`config.mk`:
```
export PLATFORM = sky130hd
export DESIGN_NAME = filter_arbiter
export DESIGN_NICKNAME = d
export VERILOG_FILES = /design/src/rtl/filter_arb_pkg.sv /design/src/rtl/filter_arbiter_stage.sv /design/src/rtl/filter_arbiter.sv
export SDC_FILE = /design/constraint.sdc
export NUM_CORES = 1
export LEC_CHECK = 0
export ABC_AREA = 0
export CAP_MARGIN = 20
export CORE_AREA = 2 2 82 84
export DETAILED_ROUTE_END_ITERATION = 10
export DIE_AREA = 0 0 84 86
export DONT_BUFFER_PORTS = 1
export PLACE_DENSITY_LB_ADDON = 0.1
export SKIP_CTS_REPAIR_TIMING = 1
export SYNTH_ARGS = -nofsm -noshare
export SYNTH_HDL_FRONTEND = slang
export SYNTH_SLANG_ARGS = --single-unit
export TNS_END_PERCENT = 10
```
`constraint.sdc`:
```
create_clock -name clk -period 2.15 [get_ports clk]
set_clock_uncertainty 0.05 [all_clocks]
set_input_delay 0.215 -clock clk [delete_from_list [all_inputs] [get_ports clk]]
set_output_delay 0.215 -clock clk [all_outputs]
set_load 0.03 [all_outputs]
```
`src/rtl/filter_arb_pkg.sv`:
```
// Shared types and sizing helpers for the filter arbiter and its filter stage.
package filter_arb_pkg;

  localparam int DEF_DATA_W  = 16;
  localparam int DEF_NUM_REQ = 4;

  // Requester-index width; never narrower than one bit.
  function automatic int id_w(input int n);
    return (n > 2) ? $clog2(n) : 1;
  endfunction

  localparam int DEF_ID_W = id_w(DEF_NUM_REQ);

  typedef struct packed {
    logic [DEF_DATA_W-1:0] data;
    logic                  parity;
    logic [DEF_ID_W-1:0]   id;
  } filter_word_t;

endpackage

```
`src/rtl/filter_arbiter_stage.sv`:
```
// Single registered filter stage: shift left by one, insert parity at LSB,
// shifted-out MSB becomes the new parity; id and valid travel alongside.
module filter_stage
  import filter_arb_pkg::*;
#(
  parameter int DATA_W = DEF_DATA_W,
  parameter int ID_W   = DEF_ID_W
) (
  input  logic              clk,
  input  logic              reset,
  input  logic              x_valid_i,
  input  logic [DATA_W-1:0] x_data_i,
  input  logic              x_parity_i,
  input  logic [ID_W-1:0]   x_id_i,
  output logic              y_valid_o,
  output logic [DATA_W-1:0] y_data_o,
  output logic              y_parity_o,
  output logic [ID_W-1:0]   y_id_o
);

  logic              valid_q;
  logic [DATA_W-1:0] data_q;
  logic              parity_q;
  logic [ID_W-1:0]   id_q;

  always_ff @(posedge clk) begin
    if (reset) begin
      valid_q  <= 1'b0;
      data_q   <= '0;
      parity_q <= 1'b0;
      id_q     <= '0;
    end else begin
      valid_q <= x_valid_i;
      if (x_valid_i) begin
        data_q   <= {x_data_i[DATA_W-2:0], x_parity_i};
        parity_q <= x_data_i[DATA_W-1];
        id_q     <= x_id_i;
      end
    end
  end

  assign y_valid_o  = valid_q;
  assign y_data_o   = data_q;
  assign y_parity_o = parity_q;
  assign y_id_o     = id_q;

endmodule

```
`src/rtl/filter_arbiter.sv`:
```
// Round-robin arbiter sharing one filter stage, with a credit-checked output FIFO.
// Optional grant/stall counters are built when FILTER_ARB_STATS_EN is defined.
module filter_arbiter
  import filter_arb_pkg::*;
#(
  parameter int NUM_REQ = DEF_NUM_REQ,
  parameter int DATA_W  = DEF_DATA_W,
  parameter int DEPTH   = 2,
  localparam int ID_W   = id_w(NUM_REQ)
) (
  input  logic                      clk,
  input  logic                      reset,
  input  logic [NUM_REQ*DATA_W-1:0] io_req_data,
  input  logic [NUM_REQ-1:0]        io_req_parity,
  input  logic [NUM_REQ-1:0]        io_req_valid,
  output logic [NUM_REQ-1:0]        io_req_ready,
  output logic [DATA_W-1:0]         io_resp_data,
  output logic                      io_resp_parity,
  output logic [ID_W-1:0]           io_resp_id,
  output logic                      io_resp_valid,
  input  logic                      io_resp_ready
`ifdef FILTER_ARB_STATS_EN
  ,
  output logic [31:0]               io_stat_grants,
  output logic [31:0]               io_stat_stalls
`endif
);

  localparam int CNT_W   = $clog2(DEPTH + 1);
  localparam int PTR_W   = (DEPTH > 1) ? $clog2(DEPTH) : 1;
  localparam int ENTRY_W = DATA_W + 1 + ID_W;

  logic [DATA_W-1:0]  req_word [NUM_REQ];
  logic [ID_W-1:0]    rr_ptr_q, rr_ptr_d;
  logic [ID_W-1:0]    gnt_idx, cand;
  logic               gnt_found, issue_ok, accept, pop;
  logic               stage_valid, stage_parity;
  logic [DATA_W-1:0]  stage_data;
  logic [ID_W-1:0]    stage_id;
  logic [CNT_W-1:0]   count_q, count_d;
  logic [PTR_W-1:0]   wr_ptr_q, rd_ptr_q;
  logic [ENTRY_W-1:0] mem_q [DEPTH];

  generate
    for (genvar gi = 0; gi < NUM_REQ; gi++) begin : g_req_word
      assign req_word[gi] = io_req_data[gi*DATA_W +: DATA_W];
    end
  endgenerate

  assign pop           = io_resp_valid & io_resp_ready;
  assign io_resp_valid = (count_q != '0);
  // Results already committed (FIFO + stage) minus this cycle's pop must leave a free slot.
  assign issue_ok      = (int'(count_q) + int'(stage_valid) - int'(pop)) < DEPTH;

  always_comb begin
    gnt_found = 1'b0;
    gnt_idx   = '0;
    cand      = '0;
    for (int i = 1; i <= NUM_REQ; i++) begin
      cand = ID_W'((int'(rr_ptr_q) + i) % NUM_REQ);
      if (!gnt_found && io_req_valid[cand]) begin
        gnt_found = 1'b1;
        gnt_idx   = cand;
      end
    end
  end

  always_comb begin
    io_req_ready = '0;
    if (gnt_found && issue_ok && !reset) io_req_ready[gnt_idx] = 1'b1;
  end

  assign accept   = |(io_req_valid & io_req_ready);
  assign rr_ptr_d = accept ? gnt_idx : rr_ptr_q;

  always_ff @(posedge clk) begin
    if (reset) rr_ptr_q <= ID_W'(NUM_REQ - 1);
    else       rr_ptr_q <= rr_ptr_d;
  end

  filter_stage #(
    .DATA_W (DATA_W),
    .ID_W   (ID_W)
  ) u_stage (
    .clk        (clk),
    .reset      (reset),
    .x_valid_i  (accept),
    .x_data_i   (req_word[gnt_idx]),
    .x_parity_i (io_req_parity[gnt_idx]),
    .x_id_i     (gnt_idx),
    .y_valid_o  (stage_valid),
    .y_data_o   (stage_data),
    .y_parity_o (stage_parity),
    .y_id_o     (stage_id)
  );

  function automatic logic [PTR_W-1:0] ptr_inc(input logic [PTR_W-1:0] p);
    return (int'(p) == DEPTH - 1) ? '0 : p + PTR_W'(1);
  endfunction

  always_comb begin
    count_d = count_q;
    if (stage_valid && !pop)      count_d = count_q + CNT_W'(1);
    else if (!stage_valid && pop) count_d = count_q - CNT_W'(1);
  end

  always_ff @(posedge clk) begin
    if (reset) begin
      count_q  <= '0;
      wr_ptr_q <= '0;
      rd_ptr_q <= '0;
    end else begin
      count_q <= count_d;
      if (stage_valid) wr_ptr_q <= ptr_inc(wr_ptr_q);
      if (pop)         rd_ptr_q <= ptr_inc(rd_ptr_q);
    end
  end

  // Storage needs no reset: emptiness is tracked by count_q alone.
  always_ff @(posedge clk) begin
    if (stage_valid) mem_q[wr_ptr_q] <= {stage_data, stage_parity, stage_id};
  end

  assign {io_resp_data, io_resp_parity, io_resp_id} = mem_q[rd_ptr_q];

  assert property (@(posedge clk) disable iff (reset) int'(count_q) <= DEPTH);

`ifdef FILTER_ARB_STATS_EN
  logic [31:0] stat_grants_q, stat_stalls_q;

  always_ff @(posedge clk) begin
    if (reset) begin
      stat_grants_q <= '0;
      stat_stalls_q <= '0;
    end else begin
      if (accept && stat_grants_q != '1)
        stat_grants_q <= stat_grants_q + 32'd1;
      if ((|io_req_valid) && !issue_ok && stat_stalls_q != '1)
        stat_stalls_q <= stat_stalls_q + 32'd1;
    end
  end

  assign io_stat_grants = stat_grants_q;
  assign io_stat_stalls = stat_stalls_q;
`endif

endmodule
```
==> summary.txt, run 1 <==
Layout
  – Final Instance Count excl. Fillers: 366
  – Area occupied by multi-input gates: 1310 um2
  – Filler cells: 549
  – Post-route cell area: 3630 um2
  – Sequential standard cell area: 1680 um2
  – P&R area growth vs syn: 17.4%
  – Layout Nets: 362
  – Share of post-route cells with drive strength above 1: 0.260
  – Core Util, Final: 0.579
  – Number of diodes: 0

Synthesis
  – Syn Nets: 349
  – Synth top area share: 0.368
  – Synth cell types: 41
  – YS warnings: 0
  – Synth Register Bits: 65
  – Mapped cell area: 3100 um2
  – Area leader, netlist: edfxtp_1
  – Synth Flop Type: edfxtp_1
  – Synth cell count leaders: 38 x edfxtp_1, 29 x nor2_1, 27 x dfxtp_1, 20 x a21oi_1
  – Cells after synthesis: 271
  – Async set or reset register ratio after synthesis: 0
  – Cells taking the most area after synthesis: edfxtp_1 37%, dfxtp_1 17%, mux2_2 6.9%
  – Most numerous cell in the Yosys netlist: edfxtp_1
  – Syn avg cell area: 11.4 um2
  – Number of flops mapped to enable cells by yosys: 38
  – Seq/Total Area, Yosys: 0.543

Floorplan
  – Die Ht: 86 um
  – Top Ports: 99
  – Initial Utilization: 0.493
  – Core Box Area: 6280 um2
  – Area of the die: 7220 um2
  – Rows: 29
  – Die width: 84 um

Setup path
  – Crit path kind: reg -> out
  – CP dominant cell by count: nor2_4
  – Critical Path Fanout Max: 9
  – Origin of the worst setup path: count_q[0]$_SDFFE_PP0N_
  – Startpoint Class: flop
  – Slowest stage delay, CP: 0.35 ns
  – Cell breakdown of the critical path: or2_4, nand2_4, ha_4, nor2b_4, fa_2, nor2_4, nand2b_4, buf_6, nor2_4
  – Worst r2r src: count_q[0]$_SDFFE_PP0N_
  – CP endpoint kind: output port
  – CP max-delay cell: fa_2
  – Worst EP required: 1.88 ns
  – Arrival time worst endpoint: 2.15 ns

Clock tree
  – Clk Latency, worst-skew pair: 0.33 ns
  – CTS tree: built
  – CTS Buf Count: 9
  – CTS clk-pin slew, worst paths: 0.07 ns
  – H-tree levels: 3
  – CTS root buf: clkbuf_8
  – Num Clock Sinks: 65
  – Clk buf depth: 2

Drt
  – DRT iter0 DRCs: 67
  – DRC: 0
  – Vias per std cell: 5.84
  – Top routing layer in use: met4
  – Post-Route M1 WL: 3.16 mm
  – DRT antenna net count: 0
  – WL met2: 3.29 mm
  – First-pass DRT Iterations: 6
  – Routed length on met3: 466 um
  – Routed WL per cell: 19.1 um
  – Via count of the routed design: 2,138
  – Routed wire length: 7.00 mm

STA
  – Worst Tran Pin Value: 0.747 ns
  – Hold Slack: -0.0994 ns
  – Fin. max-slew vios: 0
  – Setup Viol. Count Final: 4
  – Final worst-path cycle share: 1.12
  – Final hold violation count: 21
  – Minimum clock period: 2.41 ns
  – F_max: 414 MHz
  – Max-slew headroom: 0.501
  – RSZ-0062 raised after global routing: true
  – Worst setup margin: -0.264 ns
  – Setup_tns: -0.782 ns

Placed design
  – Cells after DPL: 335
  – Post-Place Worst Slack: -0.00978 ns
  – DP Area: 3200 um2
  – PortBufs: 0
  – Placer Congestion: 0.799
  – Dpl hpwl: 4.80 mm

Min path
  – Hold Crit Class: in -> reg
  – Worst Hold Launch: reset

Global routing
  – Antenna violations before repair: 0
  – Tot GR Track Use: 0.185
  – Largest net degree at the start of global routing: 28
  – First-pass GRT wire length: 10.2 mm
  – GRT overflow: 0
  – Vias in the first global route: 2,000

Outcome
  – Failing checks: negative hold slack, negative setup slack
  – Status: finished, violations left

Power and ir drop
  – VDD IR max: 0.724 mV
  – Lkg Pwr: 1.30 nW
  – PwrDens: 1500 nW/um2

Job
  – Max Cap Viol: 0
-- worst paths after layout --
check | endpoint | slack [ns] | depth (start not counted)
worst max-delay path | io_req_ready[0] | -0.26 | 9
worst min-delay path | u_stage.y_data_o[7]$_SDFFE_PP0P_ | -0.1 | 1
worst max register to register | u_stage.y_data_o[4]$_SDFFE_PP0P_ | 0.01 | 11
worst min register to register | mem_q[0][17]$_DFFE_PP_ | 0.40 | 0
-- area by class of cell --
| class | count | share of cell area |
|---|---|---|
| Timing Repair inverter | 2 | 0.00482 |
| Clock buffer | 10 | 0.0379 |
| Multi-Input combinational cell | 176 | 0.359 |
| Tap cell | 77 | 0.0265 |
| Clock inverter | 6 | 0.0379 |
| Sequential cell | 65 | 0.463 |
| Inverter | 6 | 0.00964 |
| Timing Repair Buffer | 24 | 0.0606 |
-- report_power, final --
group,switching (W),total (W),leakage (nW),internal [W]
logic,0.00128,0.00212,0.574,0.000842
registers,0.000188,0.00195,0.586,0.00177
clock network,0.000467,0.00139,0.137,0.000925
-- metal layers --
metal,track usage,vias up
li1,-,1048
met1,0.257,994
met2,0.282,91
met3,0.0433,5
met4,0.0748,0
met5,0,-
-- stage by stage --
stage	power (W)	hold slack [ns]
2_1_floorplan	0.00354	0.345
3_5_place_dp	0.00385	0.234
4_1_cts	0.00525	-0.128
6_report	0.00547	-0.0994
3_3_place_gp	0.00380	0.232
5_1_grt	0.00575	-0.129
-- sequential cells by signal, summed over array words and instances, names as in the netlist, 2 cells and up, named ones only --
name / cells
u_stage.y_data_o: 16
count_q: 2
mem_q: 38
rr_ptr_q: 2
u_stage.y_id_o: 2
-- worst max-delay path, delay by kind of cell (launching register included) --
kind,cells,cell delay [ns]
flip-flops,1,0.32
AND/OR/NAND/NOR,6,0.82
buffers and inverters,1,0.16
adder cells (fa/ha/maj),2,0.50
-- cells in the final DEF (no fill, tap or decap), drive strengths merged --
master / Yosys / layout
a211o: 1 / 1
a211oi: 2 / 2
a21oi: 20 / 20
a311o: 1 / 1
a311oi: 17 / 17
a32oi: 17 / 17
and2: 19 / 19
and3: 3 / 3
buf: 18 / 19
bufinv: 0 / 4
clkbuf: 6 / 10
clkinv: 0 / 2
dfxtp: 27 / 27
dlygate4sd3: 0 / 5
edfxtp: 38 / 38
fa: 1 / 1
ha: 2 / 2
inv: 6 / 8
mux2: 19 / 19
nand2: 2 / 2
nand2b: 4 / 4
nand3: 1 / 1
nor2: 29 / 29
nor2b: 3 / 3
nor3: 4 / 4
nor4: 1 / 1
o211a: 1 / 1
o21ai: 20 / 20
o21bai: 2 / 2
o311ai: 1 / 1
or2: 1 / 1
or3: 2 / 2
xnor2: 1 / 1
xor2: 2 / 2
-- cell families (layout without fill, tap and decap cells) --
kind of cell / after synthesis / after routing / share of synthesized area
compound gates: 82 / 82 / 0.192
buf+inv: 30 / 48 / 0.0562
flops: 65 / 65 / 0.543
mux: 19 / 19 / 0.0691
simple gates: 69 / 69 / 0.116
fa+ha+maj: 3 / 3 / 0.0145
xor+xnor: 3 / 3 / 0.00849
Note: power is estimated with default switching activity, not from simulation.
==> inputs of run 2 (changes only) <==
PLACE_DENSITY = 0.66   (was unset)
PLACE_DENSITY_LB_ADDON = unset   (was 0.1)
==> summary.txt, run 2 (synthesis gave the netlist of run 1 again) <==
Outcome
  – Status: finished, violations left
  – Failing checks: negative hold slack, negative setup slack

Setup path
  – CP dominant cell by count: nor2_4
  – CP endpoint kind: output port
  – Crit path max-delay family: simple AND/OR/NAND/NOR gates
  – Arrival time worst endpoint: 2.18 ns
  – Critical Path Fanout Max: 9
  – Crit path kind: reg -> out
  – Worst Path Buf+Inv: 1
  – Worst r2r src: count_q[0]$_SDFFE_PP0N_
  – Slowest stage delay, CP: 0.36 ns
  – Startpoint Class: flop
  – FF-to-FF setup slack: -0.02 ns
  – Worst EP required: 1.88 ns
  – RR Endpoint: u_stage.y_data_o[0]$_SDFFE_PP0P_
  – CP max-delay cell: dfxtp_2
  – Cell breakdown of the critical path: or2_4, nand2_4, ha_4, nor2b_2, fa_2, nor2_4, nand2b_4, buf_6, nor2_4
  – Worst R2R Path Depth: 11

Global routing
  – Antenna violations before repair: 0
  – Largest net degree at the start of global routing: 28
  – Tot GR Track Use: 0.181
  – GRT overflow: 0
  – Vias in the first global route: 2,037
  – First-pass GRT wire length: 10.1 mm

Power and ir drop
  – Switching share of total power: 0.369
  – Flop pwr share: 0.382
  – Clock Power Share: 0.218
  – Tot Pwr: 0.00512 W
  – PwrDens: 1440 nW/um2
  – Combinational power share: 0.400
  – Internal: 0.00323 W
  – VDD IR max: 0.552 mV
  – Lkg Pwr: 1.25 nW
  – Net Switching: 0.00189 W

Drt
  – Routed WL per cell: 18.3 um
  – First-pass DRT Iterations: 4
  – DRT antenna net count: 0
  – DRT iter0 DRCs: 83
  – Routed wire length: 6.65 mm
  – Via count of the routed design: 2,193
  – Vias per std cell: 6.04
  – DRC: 0

STA
  – Max-slew headroom: 0.473
  – Hold Slack: -0.0974 ns
  – Final worst-path cycle share: 1.14
  – RSZ-0062 raised after global routing: true
  – Minimum clock period: 2.44 ns
  – Final hold violation count: 21
  – F_max: 410 MHz
  – Setup_tns: -0.999 ns
  – Fin. max-slew vios: 0
  – Worst setup margin: -0.290 ns
  – Worst Tran Pin Value: 0.789 ns
  – Setup Viol. Count Final: 7

Min path
  – Worst Hold Launch: reset
  – Hold Crit Class: in -> reg
  – Hold-critical path depth: 1
  – Worst Hold Endpoint: u_stage.y_data_o[2]$_SDFFE_PP0P_

Floorplan
  – Area of the die: 7220 um2
  – Rows: 29
  – Die width: 84 um
  – Die Ht: 86 um
  – Top Ports: 99
  – Core Box Area: 6280 um2
  – Initial Utilization: 0.493

Clock tree
  – Num Clock Sinks: 65
  – CTS tree: built
  – CTS root buf: clkbuf_8
  – CTS Buf Count: 9
  – H-tree levels: 3
  – CTS clk-pin slew, worst paths: 0.07 ns
  – Clk buf depth: 2
  – Clk Latency, worst-skew pair: 0.33 ns

Placed design
  – PortBufs: 0
  – Placer Congestion: 0.856
  – Dpl hpwl: 4.71 mm

Layout
  – P&R area growth vs syn: 14.6%
  – Most common cell after layout, fill and taps aside: edfxtp_1
  – Max reg flops: 38
  – Share of post-route cells with drive strength above 1: 0.259
  – Biggest register: mem_q
  – Core Util, Final: 0.565
  – Layout Nets: 359
  – Most frequent cells in the layout: 38 x edfxtp_1, 27 x nor2_1, 25 x dfxtp_1
  – Number of diodes: 0

Job
  – Max Cap Viol: 0
[run 2: routing by layer]
layer | wire (um) | track usage | part of all wire | vias up
met2 | 3040 | 0.271 | 0.46 | 96
li1 | - | - | - | 1040
met3 | 456 | 0.0491 | 0.069 | 11
met5 | 0 | 0 | 0 | -
met1 | 3020 | 0.246 | 0.45 | 1046
met4 | 136 | 0.0850 | 0.020 | 0
[run 2: worst reg2reg max path, stage by stage (launching register included)]
cell and delay, ns:
dfxtp_2 0.36, or2_4 0.14, nand2_4 0.06, ha_4 0.28, nor2b_2 0.05, fa_2 0.35, nor2_4 0.13, nand2b_4 0.11
buf_4 0.15, buf_4 0.15, a21oi_1 0.12, a311oi_1 0.11
[run 2: power by group through the flow]
stage          Sequential [W]  Combinational (W)  Clock [W]
2_1_floorplan         0.00191            0.00162          0
3_3_place_gp          0.00197            0.00183          0
3_5_place_dp          0.00199            0.00185          0
4_1_cts               0.00196            0.00186    0.00113
5_1_grt               0.00200            0.00222    0.00119
6_report              0.00196            0.00205    0.00112
[run 2: cell type report]
class	instances	area [um2]
fill	540	2730
sequential	65	1680
clock inverter	7	95.1
clock buffer	9	124
multi-input combinational	176	1310
tap	77	96.3
inverter	6	35.0
timing repair buffer	23	205
[run 2: worst max-delay path by stage]
stage                            startpoint                               end  slack [ns]  cells past startpoint
finish              count_q[0]$_SDFFE_PP0N_                   io_req_ready[0]       -0.29                      9
global route        count_q[0]$_SDFFE_PP0N_                   io_req_ready[0]       -0.37                      9
CTS                 count_q[0]$_SDFFE_PP0N_                   io_req_ready[3]       -0.39                      9
detailed placement  count_q[0]$_SDFFE_PP0N_  u_stage.y_data_o[0]$_SDFFE_PP0P_       -0.07                     11
global placement    count_q[0]$_SDFFE_PP0N_  u_stage.y_data_o[3]$_SDFFE_PP0P_        0.04                     11
floorplan           count_q[1]$_SDFFE_PP0N_                   io_req_ready[0]      -0.003                     10
[run 2: stage by stage]
step,cells,setup WS (ns),cell area (um2)
2_1_floorplan,271,-0.00259,3170
6_report,363,-0.290,3550
4_1_cts,351,-0.387,3420
5_1_grt,363,-0.367,3550
3_3_place_gp,335,0.0373,3200
3_5_place_dp,335,-0.0664,3200
==> RTL change (settings of run 2) <==
Change the parameter `DEPTH` from 2 to 1.
--- a/src/rtl/filter_arbiter.sv
+++ b/src/rtl/filter_arbiter.sv
@@ -5,7 +5,7 @@
 #(
   parameter int NUM_REQ = DEF_NUM_REQ,
   parameter int DATA_W  = DEF_DATA_W,
-  parameter int DEPTH   = 2,
+  parameter int DEPTH   = 1,
   localparam int ID_W   = id_w(NUM_REQ)
 ) (
   input  logic                      clk,
Function: changed (a bounded check fails within 4 cycles, from zero or initial values and one cycle with reset high).
==> RTL change against run 2 <==
Setup slack improved by 0.46 ns. Synthesized area decreased by 40%. Worst hold slack improved by 0.13 ns. Critical path type unchanged. Sequential cell count decreased by 23. Power decreased by 48%. Final area decreased by 42%. Clock power decreased by 46%. Synthesized cell count decreased by 39%. Routed wire length decreased by 30%.
==> RTL change: results (changes against run 2) <==
Yosys
  • Post-synth EDFFs: 19 (-50%)
  • Post-synth net total: 241 (-31%)
  • Post-synth top cells: dfxtp_1 (23), nor2_1 (22), edfxtp_1 (19), nand2_1 (18)
  • Area contributors post-synth: edfxtp_1 (31%), dfxtp_1 (25%), a222oi_1 (9.2%)
  • Number of distinct library cells after synthesis: 33 (-20%)

Clock network
  • H-tree depth: 2 (-1)
  • Clock slew at reported path FFs: 0.08 ns
  • Total CTS buffers: 5 (-4)
  • Worst skew pair latency: 0.28 ns (-0.05 ns)

Setup path
  • Slowest CP cell: nor2_4
  • Crit path max-delay family: simple AND/OR/NAND/NOR gates
  • Worst-path fanout max: 19 (+10)
  • Arr. time, crit path: 1.71 ns (-0.47 ns)

Routing
  • Router iterations before antenna repair: 6 (+2)
  • Routed WL per cell: 18.94 um (+3.3%)
  • Met2 Wirelength: 2.265 mm (-26%)
  • Vias post-DR: 1379 (-37%)
  • WL met1: 2.008 mm (-33%)

STA
  • Final Setup Violations: 0 (-7)
  • Worst-Margin Slew: 0.8918 ns (+0.1027 ns)

GRT
  • GR Util met1: 15.36% (-9.3 points)
  • Pin count of the biggest net entering global routing: 24 (-14%)
  • Vias in the first global route: 1413 (-31%)
  • Met2 Resource Use GR: 21.45% (-5.7 points)
  • Tot GR Track Use: 12.87% (-5.2 points)

Placement
  • Detail Placement HPWL: 3.424 mm (-27%)
  • Worst slack, placed: 0.2942 ns (+0.3605 ns)
  • Port bufs: 0 (unchanged)

Power
  • Max VDD drop: 0.4594 mV (-17%)

Layout
  • # nets final: 246 (-31%)
  • FILL cells: 647 (+20%)
  • Max FFs per register: 19 (-50%)
  • Layout cells sized above 1: 17.06% (-8.8 points)

Outcome
  • Status: finished, final reports clean
[RTL change: layout make-up]
type,count,area [um2],area share (%)
clock buffers,6,72.57,3.496
clock inverters,2,37.54,1.808
inverters,2,7.507,0.3617
multi-input cells,106,734.5,35.38
flip-flops and latches,42,1035,49.85
well taps,77,96.34,4.641
repair buffers,12,92.59,4.461
[RTL change: per-stage QoR]
stage / area [um2] / util (%) / cells
after floorplan: 1861 / - / 164
after global placement: 1953 / 31.11 / 238
after detailed placement: 1953 / 31.11 / 238
after CTS: 2063 / 32.87 / 246
after global routing: 2076 / 33.07 / 247
final: 2076 / 33.07 / 247
[RTL change: final timing paths]
kind                                      startpoint                    to  slack, ns  cells after the start
worst max-delay path                     rr_ptr_q[1]       io_req_ready[1]       0.17                      5
worst min register to register  u_stage.y_data_o[13]          mem_q[0][16]       0.38                      0
worst max register to register         io_resp_valid   u_stage.y_data_o[9]       0.35                      6
worst min-delay path                 io_req_data[59]  u_stage.y_data_o[12]       0.03                      2
[RTL change: report_power, final]
group | switching (uW) | leakage [uW] | internal [uW] | total (uW)
Clock | 261 | 0.0000514 | 346 | 607
Combinational | 387 | 0.000263 | 255 | 641
Sequential | 300 | 0.000375 | 1120 | 1420
[RTL change: cell families (layout without fill, tap and decap cells)]
| kind of cell | after synthesis | in the layout | share of synthesized area, % |
|---|---|---|---|
| adders and majority gates | 2 | 2 | 1.750 |
| and+or+nand+nor | 58 | 58 | 15.55 |
| AOI/OAI and AO/OA | 45 | 45 | 21.74 |
| DFF | 42 | 42 | 55.45 |
| buffers and inverters | 16 | 22 | 5.047 |
| xor gates and xnor gates | 1 | 1 | 0.4711 |
